## config.mk

```make
export PLATFORM = sky130hd
export DESIGN_NAME = bsg_fsb_node_out_arbiter
export DESIGN_NICKNAME = d
export VERILOG_FILES = /design/src/rtl/bsg_fsb_node_out_arbiter.sv
export SDC_FILE = /design/constraint.sdc
export NUM_CORES = 1
export LEC_CHECK = 0
export BUFFER_PORTS_ARGS = -buffer_cell sky130_fd_sc_hd__buf_2
export CORE_AREA = 2 2 167 169
export DETAILED_ROUTE_END_ITERATION = 7
export DIE_AREA = 0 0 169 171
export HOLD_SLACK_MARGIN = 0.02
export PLACE_DENSITY = 0.46
export SETUP_SLACK_MARGIN = 0.3
export SLEW_MARGIN = 30
export SYNTH_ARGS = -nofsm -noshare
export SYNTH_HDL_FRONTEND = slang
export SYNTH_SLANG_ARGS = --single-unit
```

## constraint.sdc

```tcl
create_clock -name clk_i -period 8.5 [get_ports clk_i]
set_input_delay 1.275 -clock clk_i [delete_from_list [all_inputs] [get_ports clk_i]]
set_output_delay 1.275 -clock clk_i [all_outputs]
set_load 0.02 [all_outputs]
```

## src/rtl/bsg_fsb_node_out_arbiter.sv

```systemverilog
// bsg_fsb_node_out_arbiter: round-robin arbiter of FSB nodes onto one registered outbound port.
// Define BSG_FSB_ARB_STALL_CNT_EN to enable the saturating back-pressure counter on stall_cnt_o.
module bsg_fsb_node_out_arbiter #(
  parameter int nodes_p = 4,
  parameter int width_p = 80,
  parameter int id_width_lp = (nodes_p > 1) ? $clog2(nodes_p) : 1
) (
  input  logic                       clk_i,
  input  logic                       reset_i,
  input  logic [nodes_p-1:0]         node_v_i,
  input  logic [nodes_p*width_p-1:0] node_data_i,
  output logic [nodes_p-1:0]         node_yumi_o,
  input  logic [nodes_p-1:0]         node_en_i,
  output logic                       v_o,
  output logic [width_p-1:0]         data_o,
  input  logic                       ready_i,
  output logic [id_width_lp-1:0]     grant_id_o,
  output logic [15:0]                stall_cnt_o
);
  logic [id_width_lp-1:0] last_grant, gnt_id, idx;
  logic [nodes_p-1:0] elig;
  logic [width_p-1:0] sel_data;
  logic free, found, take;
  assign elig = node_v_i & node_en_i;
  assign free = ~v_o | ready_i;
  assign take = free & found & ~reset_i;
  // search starts just after the last winner and wraps
  always_comb begin
    found = 1'b0;
    gnt_id = '0;
    idx = '0;
    for (int i = 1; i <= nodes_p; i++) begin
      idx = id_width_lp'((int'(last_grant) + i) % nodes_p);
      if (!found && elig[idx]) begin
        found = 1'b1;
        gnt_id = idx;
      end
    end
  end
  always_comb begin
    sel_data = '0;
    for (int i = 0; i < nodes_p; i++)
      if (gnt_id == id_width_lp'(i)) sel_data = node_data_i[i*width_p +: width_p];
  end
  assign node_yumi_o = take ? nodes_p'(1) << gnt_id : '0;
  always_ff @(posedge clk_i or posedge reset_i)
    if (reset_i) begin
      v_o <= 1'b0;
      grant_id_o <= '0;
      last_grant <= id_width_lp'(nodes_p - 1);
    end else if (free) begin
      v_o <= found;
      if (found) begin
        grant_id_o <= gnt_id;
        last_grant <= gnt_id;
      end
    end
  always_ff @(posedge clk_i)
    if (take) data_o <= sel_data;
`ifdef BSG_FSB_ARB_STALL_CNT_EN
  logic [15:0] stall_r;
  always_ff @(posedge clk_i or posedge reset_i)
    if (reset_i) stall_r <= '0;
    else if (v_o && !ready_i && stall_r != 16'hFFFF) stall_r <= stall_r + 16'd1;
  assign stall_cnt_o = stall_r;
`else
  assign stall_cnt_o = 16'h0000;
`endif
endmodule

```

==> flow_metrics.env, run 1 <==
export IMPL_fmax_ghz=0.221
export IMPL_cp_endpoint="node_yumi_o[2]"
export IMPL_layout_setup_ws_ns=3.97
export IMPL_die_w_um=169
export IMPL_synth_flop_cell="edfxtp_1"
export IMPL_routed_wl_um=20900
export IMPL_synth_area_per_cell_um2=8.67
export IMPL_grt_pass1_wl_um=29500
export IMPL_synth_seq_area_share=0.495
export IMPL_clk_latency_ns=0.35
export IMPL_synth_cells=589
export IMPL_cts_sinks=85
export IMPL_antenna_cells=0
export IMPL_hold_class="reg2reg"
export IMPL_synthTopCellsByArea="edfxtp_1, nand2_1, a32oi_1, a21oi_1, buf_4"
export IMPL_grt_max_degree=89
export IMPL_vias=5782
export IMPL_post_cts_buffers=0
export IMPL_rows=61
export IMPL_clock_path_buffers=2
export IMPL_p_per_area_nw_per_um2=202
export IMPL_holdWs_ns=0.487
export IMPL_io_pins=434
export IMPL_clock_skew_ns=0.0119
export IMPL_combPwrFrac=0.344
export IMPL_drive_gt1_frac=0.457
export IMPL_crit_cells=6
export IMPL_cts_made_buffers=9
export IMPL_worst_path_max_delay_cell="nand3_4"
export IMPL_path_max_fanout=79
export IMPL_crit_top_cell="buf_2"
export IMPL_post_drt_wl_per_cell_um=15.9
export IMPL_n_fill_cell=3012
export IMPL_power_net_switching_w=0.000537
export IMPL_synth_commonest_cells="nand2_1, a32oi_1, a21oi_1, edfxtp_1, clkbuf_1"
export IMPL_cts_root_buf="clkbuf_16"
export IMPL_ir_worst_vdd_v=0.0000684
export IMPL_dp_hpwl_um=15500
export IMPL_critPathMaxStageDelay_ns=0.68
export IMPL_dr_pass1_iters=4
export IMPL_status="completed"
export IMPL_worst_pin_slew_ns=0.893
export IMPL_report_power_total_w=0.00156
export IMPL_postCtsHoldBufs=0
export IMPL_h_tree_depth=3
export IMPL_synth_largest_area_cell="edfxtp_1"
export IMPL_syn_to_final_growth_pct=51.7
export IMPL_die_h_um=171
export IMPL_p_int_w=0.00102
export IMPL_worst_setup_path_type="in2out"
export IMPL_routabilityCongestion=0.820
export IMPL_end_kind="output port"
export IMPL_clkSlewWorstSetupHoldPaths_ns=0.06
export IMPL_grt_ovfl_total=0
export IMPL_die_area_um2=28900
export IMPL_relSlewSlack=0.405
export IMPL_start_util=0.187
export IMPL_setup_tns_final_ns=0
export IMPL_cts_tree="done"
export IMPL_yosys_warnings=0
export IMPL_leakagePower_nw=3.59
export IMPL_period_needed_ns=4.53
export IMPL_antenna_found_initial=0
export IMPL_syn_area_um2=5110
export IMPL_synth_seq_cells=85
export IMPL_yosysMostFrequentCell="nand2_1"
export IMPL_crit_buf_inv=2
export IMPL_vias_per_cell=4.39
export IMPL_rr_endpoint="data_o[9]"
export IMPL_synthArstFlopShare=0.0588
export IMPL_ant_nets=0
export IMPL_hold_violations=0
export IMPL_crit_required_ns=7.22
export IMPL_crit_chain="buf_2 > a22o_1 > a32oi_1 > nand3_4 > nor4_1 > buf_2"
export IMPL_grt_total_usage=0.133
export IMPL_slew_viol_final=0
export IMPL_synth_top_cell_area_share=0.470
export IMPL_setup_violations_final=0
export IMPL_power_share_switching=0.344
export IMPL_startpoint="node_v_i[1]"
export IMPL_crit_arrival_ns=3.26
export IMPL_p_clk_frac=0.301
export IMPL_route_detailed_drc=0
export IMPL_fin_crit_sh=0.533
export IMPL_path_delay_family="simple AND/OR/NAND/NOR gates"
export IMPL_drt_iter0_markers=252
export IMPL_dp_slack_ns=3.92
export IMPL_cts_resized=0
export IMPL_synth_cell_types=28
export IMPL_reg2reg_depth=6
export IMPL_r2r_start="last_grant[1]"
export IMPL_design_core_area_um2=27300
export IMPL_r2r_slack_ns=5.32
export IMPL_io_buffers=417
export IMPL_synth_edf_count=80
export IMPL_grt_pass1_vias=5344
export IMPL_maxCapViolCount=0
export IMPL_final_nets=1298
export IMPL_rsz0062_at_grt="no"
export IMPL_p_seq_frac=0.355
export IMPL_start_kind="input port"
metal layers:
metal | share of wire | routed length [um] | GRT usage | up-vias
met1 | 0.39 | 8090 | 0.146 | 2612
met3 | 0.089 | 1860 | 0.0451 | 14
met2 | 0.51 | 10700 | 0.245 | 279
li1 | - | - | - | 2877
met4 | 0.014 | 287 | 0.0360 | 0
met5 | 0 | 0 | 0 | -
power groups by stage:
stage	sequential, W	clock, W	combinational, W
2_1_floorplan	0.000619	0	0.000299
3_3_place_gp	0.000564	0	0.000537
3_5_place_dp	0.000565	0	0.000539
4_1_cts	0.000556	0.000494	0.000540
5_1_grt	0.000559	0.000510	0.000600
6_report	0.000555	0.000470	0.000537
logic make-up after synthesis:
group | count (synthesis) | synth area share
compound gates | 169 | 0.229
other cells | 1 | 0.000734
buf+inv | 71 | 0.0735
simple gates | 261 | 0.197
mux | 2 | 0.00441
flops | 85 | 0.495
worst reg2reg max path, delay by kind of cell, from the launching register on:
| family | cells | cell delay [ns] |
|---|---|---|
| and+or+nand+nor | 2 | 0.92 |
| DFF | 1 | 0.41 |
| buffers and inverters | 1 | 0.87 |
| AOI/OAI and AO/OA | 3 | 0.80 |
registers in the layout (all words and copies together), names as in the netlist:
signal	cells
data_o	80
v_o	1
last_grant	2
grant_id_o	2
how the worst min path moves through the flow:
| stage | start | end | slack [ns] | depth (start not counted) |
|---|---|---|---|---|
| 2_1_floorplan | last_grant[1] | last_grant[1] | 0.50 | 2 |
| 5_1_grt | grant_id_o[1] | grant_id_o[1] | 0.51 | 2 |
| 3_3_place_gp | grant_id_o[1] | grant_id_o[1] | 0.46 | 2 |
| 4_1_cts | grant_id_o[1] | grant_id_o[1] | 0.50 | 2 |
| 6_report | grant_id_o[1] | grant_id_o[1] | 0.49 | 2 |
| 3_5_place_dp | grant_id_o[1] | grant_id_o[1] | 0.48 | 2 |
cell type report:
class | count | area [um^2] | share of cell area
repair buffers | 422 | 2150 | 0.277
clock inverters | 6 | 110 | 0.0142
inverters | 1 | 3.75 | 0.000484
clock buffers | 10 | 229 | 0.0295
flip-flops and latches | 85 | 2530 | 0.326
multi-input cells | 448 | 2290 | 0.296
well taps | 346 | 433 | 0.0559
metrics by stage:
stage,util,std cells,instance area [um^2]
detailed placement,0.270,1301,7380
CTS,0.283,1317,7720
global route,0.284,1318,7750
floorplan,-,604,5160
finish,0.284,1318,7750
global placement,0.270,1301,7380
placed cells by master (no fill, tap or decap), drive strengths merged, types with 2 or more instances in the layout:
master    n
and3      4
a21oi    80
bufinv    3
conb     16
and2      2
dfrtp     3
clkbuf   10
nor2      3
nor4      2
o21ai     3
dfstp     2
edfxtp   80
mux2      2
a32oi    81
nand2   247
inv       2
buf     422
(Power assumes the default switching activity.)
==> inputs of run 2 (changes only) <==
Clock period 8.5 ns to 4.2 ns, I/O delays scaled along.
==> run 2 against run 1 <==
Core utilization increased by 0.060 points. Clock power rose by 89%. Hold slack worse by 0.26 ns. Sequential share of layout area is 0.068 points lower. Clock skew is essentially flat. First-iteration DRC count is 17% higher. Combinational power grew 100%. Highest routed layer unchanged.
==> flow_metrics.env, run 2 (synthesized netlist as in run 1, its figures left out) <==
export IMPL_dp_slack_ns=1.39
export IMPL_rows=61
export IMPL_crit_required_ns=3.57
export IMPL_end_kind="output port"
export IMPL_syn_to_final_growth_pct=52.0
export IMPL_ant_nets=0
export IMPL_relSlewSlack=0.435
export IMPL_grt_pass1_vias=5519
export IMPL_cts_sinks=85
export IMPL_status="completed"
export IMPL_post_cts_buffers=0
export IMPL_die_h_um=171
export IMPL_maxCapViolCount=0
export IMPL_grt_max_degree=83
export IMPL_postCtsHoldBufs=0
export IMPL_antenna_found_initial=1
export IMPL_placed_cells=1305
export IMPL_ir_worst_vdd_v=0.000148
export IMPL_fin_crit_sh=0.685
export IMPL_final_core_util=0.284
export IMPL_period_needed_ns=2.88
export IMPL_clkSlewWorstSetupHoldPaths_ns=0.07
export IMPL_largest_reg_flops=80
export IMPL_routed_wl_um=21200
export IMPL_drt_iter0_markers=296
export IMPL_hold_class="in2async"
export IMPL_fmax_ghz=0.348
export IMPL_final_common_cell="buf_2"
export IMPL_die_w_um=169
export IMPL_start_util=0.187
export IMPL_routabilityCongestion=0.809
export IMPL_biggestRegsByFlops="data_o x80, grant_id_o x2, last_grant x2"
export IMPL_grt_total_usage=0.134
export IMPL_grt_ovfl_total=0
export IMPL_dp_hpwl_um=16100
export IMPL_h_tree_depth=3
export IMPL_p_per_area_nw_per_um2=400
export IMPL_path_max_fanout=35
export IMPL_cts_tree="done"
export IMPL_report_power_total_w=0.00310
export IMPL_crit_arrival_ns=2.25
export IMPL_design_core_area_um2=27300
export IMPL_leakagePower_nw=3.60
export IMPL_drive_gt1_frac=0.458
export IMPL_post_drt_wl_per_cell_um=16.1
export IMPL_clk_latency_ns=0.35
export IMPL_cts_made_buffers=9
export IMPL_vias=5927
export IMPL_dr_pass1_iters=5
export IMPL_vias_per_cell=4.48
export IMPL_setup_violations_final=0
export IMPL_io_buffers=417
export IMPL_top_register="data_o"
export IMPL_grt_pass1_wl_um=30000
export IMPL_setup_tns_final_ns=0
export IMPL_die_area_um2=28900
export IMPL_start_kind="register"
export IMPL_clock_skew_ns=0.0115
export IMPL_rsz0062_at_grt="no"
export IMPL_io_pins=434
export IMPL_slew_viol_final=0
export IMPL_worst_setup_path_type="reg2out"
export IMPL_fin_cells=1322
export IMPL_route_detailed_drc=0
export IMPL_worst_pin_slew_ns=0.848
export IMPL_final_cell_mix="buf_2, nand2_1, a32oi_1"
export IMPL_clock_path_buffers=2
export IMPL_n_fill_cell=2974
export IMPL_layout_setup_ws_ns=1.32
export IMPL_hold_violations=0
export IMPL_cts_root_buf="clkbuf_16"
export IMPL_final_nets=1301
export IMPL_cts_resized=0
## run 2: report_power, final
part,switching [W],leakage [nW],total [W],internal [W]
Clock,0.000364,0.146,0.000886,0.000522
Combinational,0.000687,2.65,0.00109,0.000405
Sequential,0.0000340,0.799,0.00113,0.00109
## run 2: worst max-delay path: stages, from the launching register on
cell,delay [ns]
dfstp_2,0.61
and3_1,0.17
o22ai_1,0.08
a221o_4,0.55
nor4_1,0.28
buf_2,0.21
## run 2: final cells by class
cell class	instances	area, um^2	area share
Sequential cell	85	2530	0.326
Multi-Input combinational cell	448	2290	0.296
Timing Repair Buffer	425	2180	0.281
Tap cell	346	433	0.0558
Clock buffer	10	229	0.0295
Clock inverter	6	87.6	0.0113
Inverter	1	3.75	0.000483
Antenna cell	1	2.50	0.000322
## run 2: worst paths after layout
path                          startpoint        endpoint  slack [ns]  cells after the start
setup / recovery           last_grant[1]  node_yumi_o[2]        1.32                      5
hold / removal                   reset_i   grant_id_o[1]        0.22                      2
setup reg to reg           last_grant[1]      data_o[31]        1.76                      6
hold reg to reg            grant_id_o[1]   grant_id_o[1]        0.49                      2
max in group asynchronous        reset_i   last_grant[1]        3.73                      2
min in group clk_i         grant_id_o[1]   grant_id_o[1]        0.49                      2
## run 2: per-layer routing
metal	routed length, um	global-route usage
met5	0	0
met4	685	0.0576
met1	8210	0.151
met2	10400	0.237
met3	1890	0.0402
## run 2: through the flow
stage / hold slack, ns / area (um^2)
floorplan: 0.407 / 5170
CTS: 0.206 / 7760
finish: 0.224 / 7760
global route: 0.222 / 7760
detailed placement: 0.476 / 7450
global placement: 0.478 / 7450
==> inputs of run 3 (changes only) <==
Settings changed: ABC_AREA set to 1, CORE_AREA 2 2 167 169 to 2 2 169 171, DIE_AREA 0 0 169 171 to 0 0 171 173, PLACE_DENSITY 0.46 to 0.51.
Clock period 4.2 ns to 2.6 ns, I/O delays scaled along.
==> run 3 against run 2 <==
Area after synthesis increased by 20%. Largest power group is now combinational logic. Core utilization up 6.9 points. The flow now finishes with violations (negative setup slack). Die area up 2.4%. Largest cell class is now buffers. Critical endpoint is now node_yumi_o[0]. Via count grew 22%.
==> flow_metrics.env, run 3 <==
export IMPL_layout_setup_ws_ns=-0.121
export IMPL_n_fill_cell=3070
export IMPL_synth_top_family_by_area="simple AND/OR/NAND/NOR gates"
export IMPL_synth_adder_area_share=0
export IMPL_leakagePower_nw=5.22
export IMPL_clkSlewWorstSetupHoldPaths_ns=0.08
export IMPL_status="finished, violations left"
export IMPL_clock_skew_ns=0.0174
export IMPL_synth_simple_area_share=0.388
export IMPL_yosys_warnings=0
export IMPL_final_nets=1657
export IMPL_synthArstFlopShare=0.0588
export IMPL_start_util=0.222
export IMPL_die_h_um=173
export IMPL_largest_reg_flops=80
export IMPL_io_pins=434
export IMPL_synth_mux_area_frac=0
export IMPL_worst_setup_path_type="reg2out"
export IMPL_ant_nets=0
export IMPL_synth_cells=897
export IMPL_fin_cells=1712
export IMPL_start_kind="register"
export IMPL_grt_pass1_vias=6867
export IMPL_grt_total_usage=0.178
export IMPL_synthTopCellsByArea="edfxtp_1, nand2_1, nand3_1, inv_1, o21ai_0"
export IMPL_synth_largest_area_cell="edfxtp_1"
export IMPL_vias_per_cell=4.23
export IMPL_vias=7237
export IMPL_rsz0062_at_grt="yes"
export IMPL_synth_top_cell_area_share=0.391
export IMPL_cts_made_buffers=9
export IMPL_failed_checks="negative setup slack"
export IMPL_syn_area_um2=6140
export IMPL_h_tree_depth=3
export IMPL_antenna_found_initial=4
export IMPL_crit_buf_inv=3
export IMPL_synth_seq_cells=85
export IMPL_synth_flop_cell="edfxtp_1"
export IMPL_maxCapViolCount=0
export IMPL_placed_cells=1662
export IMPL_clock_path_buffers=2
export IMPL_crit_chain="buf_4 > nand2_1 > nand2_2 > nand2_2 > nand2_2 > nor2_4 > nand2_2 > o21ai_4 > nor2_4 > clkinvlp_4 > nor3_4 > buf_6"
export IMPL_end_kind="output port"
export IMPL_synth_compound_area_frac=0.0574
export IMPL_route_detailed_drc=0
export IMPL_setup_tns_final_ns=-0.457
export IMPL_drt_iter0_markers=394
export IMPL_path_delay_family="simple AND/OR/NAND/NOR gates"
export IMPL_dp_slack_ns=0.107
export IMPL_fin_crit_sh=1.05
export IMPL_path_max_fanout=5
export IMPL_synth_xor_area_share=0
export IMPL_cts_tree="done"
export IMPL_dr_pass1_iters=7
export IMPL_syn_to_final_growth_pct=58.7
export IMPL_place_area_um2=8710
export IMPL_drive_gt1_frac=0.398
export IMPL_final_core_util=0.353
export IMPL_synth_edf_count=80
export IMPL_synth_cell_types=26
export IMPL_fmax_ghz=0.368
export IMPL_crit_required_ns=2.21
export IMPL_grt_pass1_wl_um=40100
export IMPL_top_register="data_o"
export IMPL_crit_top_cell="nand2_2"
export IMPL_grt_max_degree=81
export IMPL_synth_seq_area_share=0.412
export IMPL_hold_violations=0
export IMPL_cts_sinks=85
export IMPL_critPathMaxStageDelay_ns=0.61
export IMPL_synth_commonest_cells="nand2_1, inv_1, nand3_1, edfxtp_1, o21ai_0"
export IMPL_final_cell_mix="nand2_1, buf_2, inv_1"
export IMPL_die_w_um=171
export IMPL_io_buffers=417
export IMPL_routabilityCongestion=0.879
export IMPL_hold_class="in2reg"
export IMPL_clk_latency_ns=0.35
export IMPL_worst_path_max_delay_cell="dfstp_2"
export IMPL_setup_violations_final=4
export IMPL_design_core_area_um2=27600
export IMPL_yosysMostFrequentCell="nand2_1"
export IMPL_p_per_area_nw_per_um2=1830
export IMPL_slew_viol_final=0
export IMPL_final_common_cell="nand2_1"
export IMPL_synth_area_per_cell_um2=6.85
export IMPL_crit_arrival_ns=2.33
export IMPL_dp_hpwl_um=19200
export IMPL_fin_area_um2=9750
export IMPL_biggestRegsByFlops="data_o x80, grant_id_o x2, last_grant x2"
export IMPL_period_needed_ns=2.72
export IMPL_die_area_um2=29600
export IMPL_routed_wl_um=27300
export IMPL_grt_ovfl_total=0
export IMPL_post_drt_wl_per_cell_um=15.9
export IMPL_ir_worst_vdd_v=0.000988
export IMPL_cts_root_buf="clkbuf_16"
export IMPL_rows=61
run 3: changes by cell type in the layout (fill, tap and decap cells not counted), sizes merged, moves of 4 or more:
cell    change
buf        +38
and3        -4
nand3      +97
nor2        +7
nand2     +208
bufbuf      +7
nand4       +5
a21oi      -80
a32oi      -81
o21ai      +66
nor3        +4
inv        +99
run 3: routing by layer:
layer	GRT usage	part of all wire	up-vias
met5	0	0	-
met4	0.0484	0.018	0
met3	0.0327	0.062	33
met2	0.311	0.49	279
met1	0.224	0.43	3272
li1	-	-	3653
run 3: timing repair:
action                     in CTS  in global routing
hold endpoints to repair        3                  0
buffers inserted               17                  1
pin swaps                      10                  0
resized for setup              48                  2
setup endpoints to repair     161                166
cloned                         12                  0
hold buffers                    1                  0
run 3: metrics by stage:
stage / hold WS (ns) / total power, W
after floorplan: 0.167 / 0.0106
after CTS: 0.289 / 0.0179
after global placement: 0.328 / 0.0139
after global routing: 0.299 / 0.0193
after detailed placement: 0.333 / 0.0140
final: 0.305 / 0.0178
run 3: area by class of cell:
cell class                 instances  area, um^2  area share
timing repair buffer             471        3060       0.314
multi-input combinational        658        2960       0.303
sequential                        85        2530       0.259
tap                              378         473      0.0485
inverter                         101         385      0.0395
clock buffer                       9         225      0.0231
clock inverter                     6         113      0.0116
antenna                            4        10.0     0.00103
run 3: worst register-to-register path: stages, from the launching register on:
cell	delay, ns
dfstp_2	0.61
buf_4	0.15
nand2_2	0.07
nand2_2	0.10
nand2_1	0.06
nand2_2	0.13
inv_1	0.09
nand3_4	0.11
nand3_4	0.10
buf_8	0.15
nor2_4	0.13
buf_8	0.16
bufbuf_16	0.27
nand2_1	0.05
nand2_1	0.05
nand2_1	0.06
run 3: cell families after synthesis:
group / after synthesis
flip-flops: 85
buffers and inverters: 169
AND/OR/NAND/NOR: 572
AO/OA/AOI/OAI: 70
other: 1
run 3: power by group:
group / internal (W) / switching (W)
sequential: 0.00294 / 0.000193
clock: 0.000938 / 0.000604
combinational: 0.00531 / 0.00780
run 3: path summary, 6_finish.rpt:
kind,start,to,slack [ns],depth (start not counted)
setup / recovery,last_grant[0],node_yumi_o[0],-0.12,12
hold / removal,node_data_i[316],data_o[76],0.30,3
setup reg to reg,last_grant[0],data_o[14],0.04,15
hold reg to reg,grant_id_o[0],grant_id_o[0],0.48,2
max in group asynchronous,reset_i,last_grant[1],1.83,3
min in group asynchronous,reset_i,v_o,0.51,3
